## config.mk

```make
export PLATFORM = sky130hd
export DESIGN_NAME = aidma_rd_sched
export DESIGN_NICKNAME = d
export VERILOG_FILES = /design/src/rtl/aidma_rd_sched.sv
export SDC_FILE = /design/constraint.sdc
export NUM_CORES = 1
export LEC_CHECK = 0
export ABC_AREA = 1
export CORE_MARGIN = 5
export CORE_UTILIZATION = 47
export CTS_CLUSTER_DIAMETER = 100
export CTS_CLUSTER_SIZE = 40
export DETAILED_ROUTE_END_ITERATION = 16
export HOLD_SLACK_MARGIN = 0.03
export PLACE_DENSITY = 0.79
export SYNTH_ARGS = -nofsm -noshare
export SYNTH_HDL_FRONTEND = slang
export SYNTH_SLANG_ARGS = --single-unit
```

## constraint.sdc

```tcl
create_clock -name acr_clk -period 6.14 [get_ports acr_clk]
set_input_delay 1.228 -clock acr_clk [delete_from_list [all_inputs] [get_ports acr_clk]]
set_output_delay 1.228 -clock acr_clk [all_outputs]
set_load 0.02 [all_outputs]
```

## src/rtl/aidma_rd_sched.sv

```systemverilog
// Read-command scheduler for the AIDMA AXI3 read channels.
// Splits one (address, beat count) command into INCR bursts of at most 16 beats that never
// cross a 4KB boundary, keeps at most MAX_OUT bursts in flight and streams R data onward.
module aidma_rd_sched #(
  parameter int unsigned LEN_W    = 20,
  parameter int unsigned MAX_OUT  = 4,
  parameter logic [7:0]  ARID_VAL = 8'h00
) (
  input  logic             acr_clk,
  input  logic             acr_rst,
  input  logic             cmd_valid,
  output logic             cmd_ready,
  input  logic [31:0]      cmd_addr,
  input  logic [LEN_W-1:0] cmd_beats,
  output logic [7:0]       axi_arid,
  output logic [31:0]      axi_araddr,
  output logic [3:0]       axi_arlen,
  output logic [2:0]       axi_arsize,
  output logic [1:0]       axi_arburst,
  output logic             axi_arlock,
  output logic [3:0]       axi_arcache,
  output logic [2:0]       axi_arprot,
  output logic             axi_arvalid,
  input  logic             axi_arready,
  input  logic [7:0]       axi_rid,
  input  logic [63:0]      axi_rdata,
  input  logic [1:0]       axi_rresp,
  input  logic             axi_rlast,
  input  logic             axi_rvalid,
  output logic             axi_rready,
  output logic             out_valid,
  output logic [63:0]      out_data,
  output logic             out_last,
  input  logic             out_ready,
  output logic             done,
  output logic             err
);

  localparam logic [3:0] MaxOut = 4'(MAX_OUT);

  // StDone is the single done-pulse cycle, shared by zero-length and normal transfers.
  typedef enum logic [1:0] {StIdle, StDone, StIssue, StDrain} state_e;

  state_e           state_q;
  logic [31:0]      addr_q;           // start address of the next burst not yet accepted
  logic [LEN_W-1:0] rem_q;            // beats not yet covered by an accepted AR
  logic [3:0]       out_cnt_q;
  logic [3:0]       out_cnt_d;
  logic [LEN_W-1:0] bursts_issued_q;
  logic [LEN_W-1:0] bursts_done_q;

  logic             busy;
  logic             ar_hs;
  logic             r_hs;
  logic             r_last_hs;
  logic             out_dec;
  logic [4:0]       cur_n;
  logic [4:0]       nx_n;
  logic [31:0]      addr_nx;
  logic [LEN_W-1:0] rem_nx;

  // Burst size: min(remaining, 16, beats left before the next 4KB boundary).
  function automatic logic [4:0] burst_len(input logic [8:0] blk, input logic [LEN_W-1:0] rem);
    logic [9:0] room;
    logic [4:0] n;
    room = 10'd512 - {1'b0, blk};
    n    = 5'd16;
    if (room < 10'd16) n = room[4:0];
    if (rem < LEN_W'(n)) n = rem[4:0];
    return n;
  endfunction

  assign axi_arid    = ARID_VAL;
  assign axi_arsize  = 3'b011;
  assign axi_arburst = 2'b01;
  assign axi_arlock  = 1'b0;
  assign axi_arcache = 4'b0011;
  assign axi_arprot  = 3'b000;

  assign busy       = (state_q == StIssue) || (state_q == StDrain);
  assign axi_rready = out_ready & busy;
  assign out_valid  = axi_rvalid & busy;
  assign out_data   = axi_rdata;
  assign out_last   = busy & axi_rlast & (rem_q == '0) &
                      (bursts_done_q == bursts_issued_q - LEN_W'(1));

  assign ar_hs     = axi_arvalid & axi_arready;
  assign r_hs      = axi_rvalid & axi_rready;
  assign r_last_hs = r_hs & axi_rlast;
  // Stray rlast after a mid-transfer reset must not wrap the counter.
  assign out_dec   = r_last_hs & (out_cnt_q != 4'd0);

  // Pointer advance on AR accept, size of the following burst, outstanding count update.
  always_comb begin
    cur_n   = burst_len(addr_q[11:3], rem_q);
    addr_nx = addr_q;
    rem_nx  = rem_q;
    if (ar_hs) begin
      addr_nx = addr_q + {24'd0, cur_n, 3'b000};
      rem_nx  = rem_q - LEN_W'(cur_n);
    end
    nx_n      = burst_len(addr_nx[11:3], rem_nx);
    out_cnt_d = out_cnt_q;
    if (ar_hs && !out_dec) begin
      out_cnt_d = out_cnt_q + 4'd1;
    end else if (!ar_hs && out_dec) begin
      out_cnt_d = out_cnt_q - 4'd1;
    end
  end

  // Control FSM with registered AR, handshake and status outputs.
  always_ff @(posedge acr_clk) begin
    if (acr_rst) begin
      state_q         <= StIdle;
      cmd_ready       <= 1'b1;
      axi_arvalid     <= 1'b0;
      axi_araddr      <= 32'd0;
      axi_arlen       <= 4'd0;
      done            <= 1'b0;
      err             <= 1'b0;
      addr_q          <= 32'd0;
      rem_q           <= '0;
      out_cnt_q       <= 4'd0;
      bursts_issued_q <= '0;
      bursts_done_q   <= '0;
    end else begin
      out_cnt_q <= out_cnt_d;
      done      <= 1'b0;
      if (ar_hs) bursts_issued_q <= bursts_issued_q + LEN_W'(1);
      if (r_last_hs) bursts_done_q <= bursts_done_q + LEN_W'(1);
      if (r_hs && ((axi_rresp != 2'b00) || (axi_rid != ARID_VAL))) err <= 1'b1;

      unique case (state_q)
        StIdle: begin
          if (cmd_valid) begin
            cmd_ready       <= 1'b0;
            err             <= 1'b0;
            addr_q          <= cmd_addr & 32'hFFFF_FFF8;
            rem_q           <= cmd_beats;
            bursts_issued_q <= '0;
            bursts_done_q   <= '0;
            if (cmd_beats == '0) begin
              done    <= 1'b1;
              state_q <= StDone;
            end else begin
              state_q <= StIssue;
            end
          end
        end
        StDone: begin
          cmd_ready <= 1'b1;
          state_q   <= StIdle;
        end
        StIssue: begin
          addr_q <= addr_nx;
          rem_q  <= rem_nx;
          if (rem_nx == '0) begin
            axi_arvalid <= 1'b0;
            state_q     <= StDrain;
          end else if (!axi_arvalid || ar_hs) begin
            // A held request keeps address/length stable until accepted.
            if (out_cnt_d < MaxOut) begin
              axi_arvalid <= 1'b1;
              axi_araddr  <= addr_nx;
              axi_arlen   <= 4'(nx_n - 5'd1);
            end else begin
              axi_arvalid <= 1'b0;
            end
          end
        end
        StDrain: begin
          if (out_cnt_d == 4'd0) begin
            done    <= 1'b1;
            state_q <= StDone;
          end
        end
        default: state_q <= StIdle;
      endcase
    end
  end

endmodule

```

# Yosys cells after proc, flatten, opt, wreduce, memory -nomap -nowiden
# Index checks and enable logic that the tools add are counted.
dict set report op_classes {
  addsub 10
  order_cmp 5
  n_eq_ne 7
  mux 35
  bitwise 10
  reduce_logical 25
}
# operator n
set ops {}
lappend ops {{2-to-1 mux 20 bit} 8}
lappend ops {{2-to-1 mux 32 bit} 2}
lappend ops {{one-hot mux 32 bit (2 select lines)} 1}
lappend ops {{logical NOT 20 bit} 3}
lappend ops {{adder 20 x 1 -> 20 bit, second input constant} 2}
lappend ops {{less-than comparator 20 x 5 -> 1 bit} 2}
lappend ops {{one-hot mux 20 bit (2 select lines)} 1}
lappend ops {{adder 32 x 8 -> 32 bit} 1}
lappend ops {{equality test 20 bit} 1}
lappend ops {{less-than comparator 10 x 5 -> 1 bit, second input constant} 2}
lappend ops {{subtractor 10 x 9 -> 10 bit, first input constant} 2}
lappend ops {{subtractor 20 x 1 -> 20 bit, second input constant} 1}
lappend ops {{subtractor 20 x 5 -> 20 bit} 1}
lappend ops {{2-to-1 mux 5 bit} 3}
lappend ops {{2-to-1 mux 4 bit} 3}
lappend ops {{2-to-1 mux 1 bit} 10}
lappend ops {{AND 1 bit} 9}
lappend ops {{2-to-1 mux 2 bit} 4}
lappend ops {{one-hot mux 2 bit (4 select lines)} 1}
lappend ops {{nonzero test 2 bit} 4}
lappend ops {{nonzero test 8 bit} 1}
lappend ops {{subtractor 4 x 1 -> 4 bit, second input constant} 2}
lappend ops {{AND reduction 2 bit} 3}
lappend ops {{adder 4 x 1 -> 4 bit, second input constant} 1}
lappend ops {{other kinds (15)} 24}
dict set report totals {
  regBits 138
  input_bits 133
  out_inout_bits 128
  elab_cells 104
}

# Logic depth before layout (Yosys ltp)
# Gate-level depths: netlist (run 1).
dict set report depth {
  ltp_word 13
  mapped_depth 48
  depth_no_buf 48
}

# Least setup slack after synthesis (run 1)
# No wires, ideal clock.
dict set report synth_path {
  kind {reg2reg}
  start {register addr_q[4]}
  end {register axi_arlen[2]}
  setup_time_ns 0.056
  t_arrival_ns 5.557
  required_ns 6.084
  setup_slack_ns 0.527
  path_stages_with_launch 46
  path_buffers 0
  period_less_slack_ns 5.613
  cell_sequence {dfxtp_1 -> inv_1 -> ha_1 -> nand2_1 -> o21ai_0 -> nand4_1 -> nor2_1 -> and2_1 -> inv_1 -> nor2_1 -> inv_1 -> ha_1 -> o21ai_0 -> inv_1 -> o211ai_1 -> nand2_1 -> nand4_1 -> nand3_1 -> (+10 left out) -> nand2_1 -> nand2_1 -> nor2_1 -> nand2_1 -> nor2_4 -> ha_1 -> or2_2 -> nor2_1 -> nand3_1 -> nor2_4 -> nand2_4 -> nand2_1 -> nand2_1 -> ha_1 -> or2_0 -> nand3_1 -> nand2_1 -> inv_1}
}
dict set report synth_via {
  elab_chain_cells 13
  elab_cells_between_ends 18
  cone_classes {add/sub: 5; order compare: 4; mux: 6; bitwise: 1; reduce/logical: 2}
}
# item line_no
set synth_lines {}
lappend synth_lines {{start, declared} 45} ;# logic [31:0] addr_q;
lappend synth_lines {{start signal, assigned} 138} ;# addr_q <= cmd_addr & 32'hFFFF_FFF8;
lappend synth_lines {{start signal, assigned} 155} ;# addr_q <= addr_nx;
lappend synth_lines {{subtractor 10 x 9 -> 10 bit} 66} ;# room = 10'd512 - {1'b0, blk};
lappend synth_lines {{less-than comparator 10 x 5 -> 1 bit} 68} ;# if (room < 10'd16) n = room[4:0];
lappend synth_lines {{2-to-1 mux 5 bit} 68}
lappend synth_lines {{less-than comparator 20 x 5 -> 1 bit} 69} ;# if (rem < LEN_W'(n)) n = rem[4:0];
lappend synth_lines {{2-to-1 mux 5 bit} 69}
lappend synth_lines {{adder 32 x 8 -> 32 bit} 99} ;# addr_nx = addr_q + {24'd0, cur_n, 3'b000};
lappend synth_lines {{2-to-1 mux 32 bit} 98} ;# if (ar_hs) begin
lappend synth_lines {{subtractor 10 x 9 -> 10 bit} 66}
lappend synth_lines {{less-than comparator 10 x 5 -> 1 bit} 68}
lappend synth_lines {{2-to-1 mux 5 bit} 68}
lappend synth_lines {{less-than comparator 20 x 5 -> 1 bit} 69}
lappend synth_lines {{2-to-1 mux 4 bit} 69}
lappend synth_lines {{subtractor 4 x 1 -> 4 bit} 165} ;# axi_arlen <= 4'(nx_n - 5'd1);
lappend synth_lines {{end signal, assigned} 165}
lappend synth_lines {{end, declared} 17} ;# output logic [3:0] axi_arlen,
# Several ways; a longest one is shown, not always the timed one.
# A chain may end at the register's enable or synchronous reset.

# Worst setup path in the final report (run 1)
# Same ends and word-level chain as after synthesis.

==> flow_summary.yaml, run 1 <==
outcome:
  status: "finished clean"
global_route:
  grt-ovfl-total: 0
  grt_pass1_vias: 8379
  grt_antenna_before_repair: 0
  grt_max_degree: 73
  grt_first_pass_wirelength_mm: 39.4
  grt.total_usage: 0.210
timing:
  slew_viol_final: 0
  post-route-period-util: 0.960
  hold_viol: 0
  min_period_ns: 5.89
  worstMarginPinSlew_ns: 0.884
  setup_viol: 0
  setup_tns_ns: 0
  max-slew-margin-rel: 0.410
  max_freq_mhz: 170
  fin_skew_ns: 0.0118
route:
  drtIter0Drc: 519
  routed_wl_mm: 24.2
  vias_per_cell: 5.23
  avgRoutedWirePerCell_um: 14.5
  vias: 8759
  dr.pass1.iters: 5
  drc: 0
  drtAntennaViolNets: 0
setup_path:
  critical_path_required_ns: 6.52
  crit_top_cell: "ha_4"
  arrival_ns: 6.27
  crit_path_start_kind: "flop"
  cp_slowest_stage_delay_ns: 0.57
  crit_path_end_kind: "flop"
  cpMaxStageDelayCell: "fa_2"
  path_class: "reg2reg"
  worstPathMaxFanout: 7
placement:
  placed_area_sq_um: 10100
  routabilityCongestion: 0.942
  hpwl_mm: 17.1
  post-place-cells: 1631
  io_buffer_count: 105
yosys:
  synth_seq_area_share: 0.281
  ys_ff_latch: 132
  yosys.area.top_type: "dfxtp_1"
  ys_warn_count: 0
  ys.flop_type: "dfxtp_1"
  synth_top_cell_area_share: 0.281
  synth_area_sq_um: 9400
  yosysUniqueCellTypes: 54
  syn_avg_cell_area_sq_um: 6.91
  synth_edf_count: 0
  synth_area_leaders: "dfxtp_1, nand2_1, buf_4"
  synth_cells: 1361
  async_flop_share: 0
floorplan:
  die_area_sq_um: 22900
  die_h_um: 151
  die_x_um: 151
  coreArea_sq_um: 19600
  rows: 51
  initial_utilization: 0.480
  ios: 261
final_layout:
  layoutNonFillerInstCount: 1674
  stdcell_area_sq_um: 11000
  multiInputGateArea_sq_um: 5620
  areaGrowthSynthToFinish_pct: 17.5
  fin_util: 0.564
  area.sequential_sq_um: 2650
  drive_gt1_frac: 0.128
  n_antenna_cell: 0
  nets: 1564
  n_fill_cell: 1783
clock_tree:
  cts-buffers-inserted: 17
  cts_root_buffer: "clkbuf_16"
  h-tree-depth: 4
  cts_tree: "built"
  clk_path_buf_depth: 2
  cts_sinks: 132
  path_clk_slew_ns: 0.07
  clock_latency_ns: 0.43
power_and_ir_drop:
  powerDensity_nw_per_um2: 474
  power_mw: 5.24
  irDropWorstVdd_mv: 0.267
  p_leak_nw: 4.64
min_path:
  hp-class: "reg2reg"
flow_run:
  cap_violations: 0
[synthesized netlist by cell type, drive strengths merged, types with 16 or more instances]
library cell and number:
nand2 269, nor2 179, inv 139, dfxtp 132
buf 104, a21oi 102, nand3 74, o21ai 67
xor2 61, clkbuf 39, ha 32, nor3 29
xnor2 26, nand4 21, o211ai 17, nor4 16
[worst max-delay path, delay by kind of cell, from the launching register on]
family	cells	cell delay, ns
compound gates	5	0.63
simple gates	24	2.56
flops	1	0.34
buf+inv	8	0.46
fa+ha+maj	7	1.82
[power by group]
part / switching [mW] / internal, mW / total, mW
registers: 0.202 / 1.05 / 1.26
logic: 1.79 / 1.09 / 2.89
clock network: 0.442 / 0.651 / 1.09
total: 2.44 / 2.80 / 5.24
[cells in the final DEF, fill, tap and decap left out, types with 15 or more instances in the layout]
| cell type | instances |
|---|---|
| nand2_1 | 243 |
| nor2_1 | 161 |
| dfxtp_1 | 129 |
| inv_1 | 122 |
| clkdlybuf4s50_1 | 104 |
| a21oi_1 | 99 |
| nand3_1 | 63 |
| xor2_1 | 61 |
| o21ai_0 | 56 |
| buf_4 | 32 |
| xnor2_1 | 24 |
| conb_1 | 24 |
| ha_1 | 22 |
| nor3_1 | 20 |
| nand4_1 | 18 |
| nand2_2 | 17 |
| o211ai_1 | 17 |
| clkbuf_16 | 17 |
| nor4_1 | 16 |
| inv_2 | 15 |
[layer usage]
layer  share of wire  up-vias  global-route usage  wire, um
met3           0.067       59              0.0577      1620
met4           0.036        0              0.0947       865
met2            0.48      274               0.355     11700
met1            0.41     4045               0.249     10000
li1                -     4381                   -         -
met5               0        -                   0         0
[sequential cells by signal, summed over array words and instances (netlist names), 2 cells and up]
register and flops:
addr_q 29, axi_araddr 29, axi_arlen 4, bursts_done_q 20
bursts_issued_q 20, out_cnt_q 4, rem_q 20, state_q 2
[area by class of cell]
type,count,share of cell area
repair buffers,138,0.118
multi-input cells,969,0.509
inverters,139,0.0477
clock inverters,14,0.0171
clock buffers,17,0.0385
well taps,265,0.0300
flip-flops and latches,132,0.240
[cells by family after synthesis]
kind of cell,Yosys count,share of synthesized area
simple gates,604,0.298
buf+inv,282,0.154
compound gates,219,0.135
flops,132,0.281
xor+xnor,87,0.0827
fa+ha+maj,34,0.0469
other cells,2,0.000799
mux,1,0.00107
[worst paths after layout]
| check | to | start | slack (ns) | cells past startpoint |
|---|---|---|---|---|
| max | axi_arlen[2] | addr_q[4] | 0.25 | 44 |
| min | cmd_ready | cmd_ready | 0.46 | 2 |
| max reg2reg | axi_arlen[2] | addr_q[4] | 0.25 | 44 |
| min reg2reg | cmd_ready | cmd_ready | 0.46 | 2 |
[metrics by stage]
step	worst slack [ns]	hold slack [ns]
floorplan	0.527	0.457
global placement	0.163	0.448
detailed placement	0.0769	0.451
CTS	0.0250	0.465
global route	-0.146	0.480
finish	0.245	0.460
[what timing repair did]
item	CTS	global route
hold buffers	0	0
endpoints found under the hold margin	0	0
endpoints found under the setup margin	0	38
resized for setup	0	67
buffers inserted	0	12
No activity file was read; power rests on OpenSTA's default activity.
==> run 2, diff against run 1 <==
- CORE_UTILIZATION: 47 -> 45
- clock period: 6.14 -> 5.2 ns (I/O delays scaled with it)
==> flow_summary.yaml, run 2 (synthesized netlist as in run 1, its figures left out) <==
power_and_ir_drop:
  powerDensity_nw_per_um2: 574
  irDropWorstVdd_mv: 0.308
  p_leak_nw: 5.13
min_path:
  worstHoldPathCells: 2
  hp-class: "reg2reg"
  hold_end: "axi_araddr[12]"
  holdCritStartpoint: "axi_araddr[12]"
final_layout:
  reg_top3: "addr_q (29), axi_araddr (29)"
  layout_commonest_cell: "nand2_1"
  fin_util: 0.584
  final_cell_mix: "nand2_1, nor2_1, dfxtp_1"
  layoutNonFillerInstCount: 1775
  stdcell_area_sq_um: 11900
  multiInputGateArea_sq_um: 5770
  n_antenna_cell: 0
  nets: 1659
  area.sequential_sq_um: 2650
  areaGrowthSynthToFinish_pct: 27.0
  n_fill_cell: 1777
  drive_gt1_frac: 0.193
timing:
  max-slew-margin-rel: 0.389
  slew_viol_final: 0
  min_period_ns: 5.86
  setup_viol: 40
  worstMarginPinSlew_ns: 0.914
  post-route-period-util: 1.13
  rsz0062_at_grt: "true"
  hold_viol: 0
  hold_ws_ns: 0.463
  setup_tns_ns: -10.46
  fin_ws_ns: -0.663
  fin_skew_ns: 0.0127
  max_freq_mhz: 171
clock_tree:
  cts_sinks: 132
  cts_tree: "built"
  h-tree-depth: 4
  cts-buffers-inserted: 17
  cts_hold_buf: 0
  path_clk_slew_ns: 0.07
  cts_root_buffer: "clkbuf_16"
  clk_path_buf_depth: 2
  clock_latency_ns: 0.43
global_route:
  grt-ovfl-total: 0
  grt_pass1_vias: 8998
  grt.total_usage: 0.211
  grt_antenna_before_repair: 0
  grt_first_pass_wirelength_mm: 42.3
  grt_max_degree: 73
route:
  dr.pass1.iters: 5
  avgRoutedWirePerCell_um: 14.9
  vias_per_cell: 5.25
  drtAntennaViolNets: 0
  drc: 0
  vias: 9321
  drtIter0Drc: 591
  routed_wl_mm: 26.5
floorplan:
  ios: 261
  rows: 52
  die_h_um: 155
  coreArea_sq_um: 20400
  initial_utilization: 0.460
  die_x_um: 155
  die_area_sq_um: 23900
outcome:
  status: "finished with violations"
  violations: "negative setup slack"
setup_path:
  path_class: "reg2reg"
  r2r_setup_slack_ns: -0.66
  crit_top_cell: "nand2_1"
  crit_path_end_kind: "flop"
  cp_slowest_stage_delay_ns: 0.50
  cpMaxStageDelayCell: "fa_1"
  crit_path_start_kind: "flop"
  arrival_ns: 6.24
  r2r-end: "axi_arlen[2]"
  timing.rr.start: "addr_q[4]"
  reg2regPathDepth: 45
  worstPathMaxFanout: 7
  critical_path_required_ns: 5.57
placement:
  routabilityCongestion: 0.948
  post-place-cells: 1718
  hpwl_mm: 18.3
  io_buffer_count: 105
  placed_area_sq_um: 10800
flow_run:
  cap_violations: 0
## run 2: cell count changes in the layout (fill, tap and decap cells not counted), sizes merged
cell	before	now
clkinvlp	2	4
bufinv	3	2
clkinv	1	0
clkbuf	17	18
buf	34	129
## run 2: report_power, final
part	internal, mW	total (mW)	switching (mW)
clock	0.722	1.25	0.525
sequential	1.25	1.49	0.242
combinational	1.76	4.12	2.36
## run 2: how the worst max path moves through the flow
stage | to | cells after the start | start | slack [ns]
floorplan | axi_arlen[2] | 45 | addr_q[4] | -0.13
global placement | axi_arlen[2] | 44 | addr_q[4] | -0.46
detailed placement | axi_arlen[2] | 44 | addr_q[4] | -0.61
CTS | axi_arlen[2] | 46 | addr_q[4] | -0.45
global route | axi_arlen[2] | 45 | addr_q[4] | -1.00
finish | axi_arlen[2] | 45 | addr_q[4] | -0.66
## run 2: metrics by stage
| step | setup WS, ns | power [mW] |
|---|---|---|
| after CTS | -0.446 | 6.58 |
| after floorplan | -0.125 | 3.89 |
| after global placement | -0.462 | 4.99 |
| after detailed placement | -0.615 | 5.09 |
| after global routing | -1.00 | 7.32 |
| final | -0.663 | 6.85 |
## run 2: cell type report
type / instances / share of cell area
multi-input cells: 969 / 0.484
inverters: 139 / 0.0445
well taps: 270 / 0.0283
clock inverters: 14 / 0.0138
flip-flops and latches: 132 / 0.222
repair buffers: 233 / 0.172
clock buffers: 18 / 0.0360
## run 2: timing repair
action                     CTS  global route
setup endpoints to repair   39            50
gates cloned                 0             0
pin swaps                   17             9
buffers inserted            19             6
gates resized for setup     36            39
## run 2: worst max-delay path, delay by kind of cell (launching register included)
family / cells / cell delay [ns]
buffers and inverters: 8 / 0.49
AO/OA/AOI/OAI: 4 / 0.55
flip-flops: 1 / 0.37
AND/OR/NAND/NOR: 26 / 2.78
adder cells (fa/ha/maj): 7 / 1.61
## run 2: metal layers
| layer | track usage | wire, um |
|---|---|---|
| met1 | 0.248 | 10800 |
| met5 | 0 | 0 |
| met4 | 0.111 | 1220 |
| met2 | 0.356 | 12700 |
| met3 | 0.0531 | 1750 |
==> run 3, diff against run 2 <==
- CORE_MARGIN: 5 -> default
- CORE_UTILIZATION: 45 -> 47
- clock period: 5.2 -> 6.4 ns (I/O delays scaled with it)
==> flow_summary.yaml, run 3 (synthesized netlist as in run 1, its figures left out) <==
global_route:
  grt_pass1_vias: 8166
  grt.total_usage: 0.231
  grt_first_pass_wirelength_mm: 38.1
  grt_antenna_before_repair: 0
  grt-ovfl-total: 0
  grt_max_degree: 74
timing:
  max_freq_mhz: 168
  worstMarginPinSlew_ns: 0.937
  slew_viol_final: 0
  setup_viol: 0
  hold_viol: 0
  post-route-period-util: 0.930
  fin_ws_ns: 0.446
  fin_skew_ns: 0.0172
  max-slew-margin-rel: 0.374
  min_period_ns: 5.95
final_layout:
  multiInputGateArea_sq_um: 5490
  nets: 1543
  area.sequential_sq_um: 2650
  stdcell_area_sq_um: 10700
  final_cell_mix: "nand2_1, nor2_1, dfxtp_1"
  n_fill_cell: 1856
  layout_commonest_cell: "nand2_1"
  drive_gt1_frac: 0.0986
  reg_top3: "addr_q (29), axi_araddr (29)"
  n_antenna_cell: 0
  areaGrowthSynthToFinish_pct: 14.0
setup_path:
  path_class: "reg2reg"
  crit_path_start_kind: "flop"
  cpMaxStageDelayCell: "fa_1"
  worstPathMaxFanout: 6
  critical_path_required_ns: 6.78
  crit_path_end_kind: "flop"
  cp-startpoint: "addr_q[4]"
  cp_slowest_stage_delay_ns: 0.47
  crit_top_cell: "nand2_1"
  timing.rr.start: "addr_q[4]"
  arrival_ns: 6.33
power_and_ir_drop:
  p_int_mw: 2.51
  irDropWorstVdd_mv: 0.295
  clkPwrFrac: 0.207
  switchingPower_mw: 2.27
  p_comb_frac: 0.539
  power_mw: 4.78
  switching_share: 0.474
  powerDensity_nw_per_um2: 447
  p_leak_nw: 4.52
  seq_power_share: 0.254
route:
  routed_wl_mm: 23.8
  vias: 8751
  dr.pass1.iters: 6
  drtAntennaViolNets: 0
  drtIter0Drc: 586
  vias_per_cell: 5.29
  avgRoutedWirePerCell_um: 14.4
  drc: 0
floorplan:
  ios: 261
  coreArea_sq_um: 19500
  initial_utilization: 0.481
  die_h_um: 143
  die_area_sq_um: 20600
  die_x_um: 143
  rows: 51
clock_tree:
  cts_tree: "built"
  cts_root_buffer: "clkbuf_16"
  cts-buffers-inserted: 17
  clk_path_buf_depth: 2
  path_clk_slew_ns: 0.07
  h-tree-depth: 4
  clock_latency_ns: 0.43
  cts_hold_buf: 0
  cts_sinks: 132
placement:
  placed_area_sq_um: 10000
  io_buffer_count: 105
  routabilityCongestion: 0.904
  hpwl_mm: 16.7
  place_ws_ns: 0.132
outcome:
  status: "finished clean"
min_path:
  hp-class: "reg2reg"
  holdCritStartpoint: "axi_araddr[7]"
flow_run:
  cap_violations: 0
-- run 3: changes by cell type in the layout (fill, tap and decap cells not counted), sizes merged --
cell / change
bufinv: -1
clkinvlp: -2
buf: -116
clkinv: +2
clkbuf: +1
-- run 3: area by class of cell --
type | instances | share of cell area
well taps | 265 | 0.0310
repair buffers | 117 | 0.106
multi-input cells | 969 | 0.512
flip-flops and latches | 132 | 0.247
clock inverters | 13 | 0.0127
clock buffers | 19 | 0.0423
inverters | 139 | 0.0487
-- run 3: metrics by stage --
stage	TNS [ns]	util	instances	hold WS, ns
after floorplan	0	-	1383	0.457
after detailed placement	0	0.512	1620	0.451
after global placement	0	0.512	1620	0.448
after global routing	-0.0356	0.548	1654	0.488
final	0	0.548	1654	0.464
after CTS	0	0.543	1652	0.465
-- run 3: repair_timing --
| action | in CTS | in global routing |
|---|---|---|
| setup endpoints to repair | 0 | 33 |
| resized for setup | 0 | 29 |
| endpoints found under the hold margin | 0 | 0 |
| buffers inserted | 0 | 2 |
-- run 3: worst paths after layout --
check / to / slack (ns) / depth (start not counted)
max: axi_arlen[2] / 0.45 / 44
min: axi_araddr[7] / 0.46 / 2
min reg2reg: axi_araddr[7] / 0.46 / 2
max reg2reg: axi_arlen[2] / 0.45 / 44
-- run 3: critical path: cells and delay by family (launching register included) --
family | cells | cell delay (ns)
adders and majority gates | 7 | 1.66
DFF | 1 | 0.39
buffers and inverters | 7 | 0.43
and+or+nand+nor | 24 | 2.68
AOI/OAI and AO/OA | 6 | 0.74
-- run 3: metal layers --
| layer | share of wire | vias to the layer above | global-route usage | wire, um |
|---|---|---|---|---|
| li1 | - | 4340 | - | - |
| met1 | 0.42 | 4078 | 0.268 | 9920 |
| met2 | 0.49 | 287 | 0.398 | 11600 |
| met3 | 0.066 | 46 | 0.0590 | 1570 |
| met4 | 0.030 | 0 | 0.105 | 711 |
| met5 | 0 | - | 0 | 0 |
-- run 3: power groups by stage --
stage                     clock network (mW)  logic (mW)  registers (mW)
after floorplan                            0        1.87            1.25
after global placement                     0        2.39            1.21
after detailed placement                   0        2.45            1.22
after CTS                               1.00        2.47            1.20
after global routing                    1.04        2.86            1.24
final                                  0.990        2.58            1.21
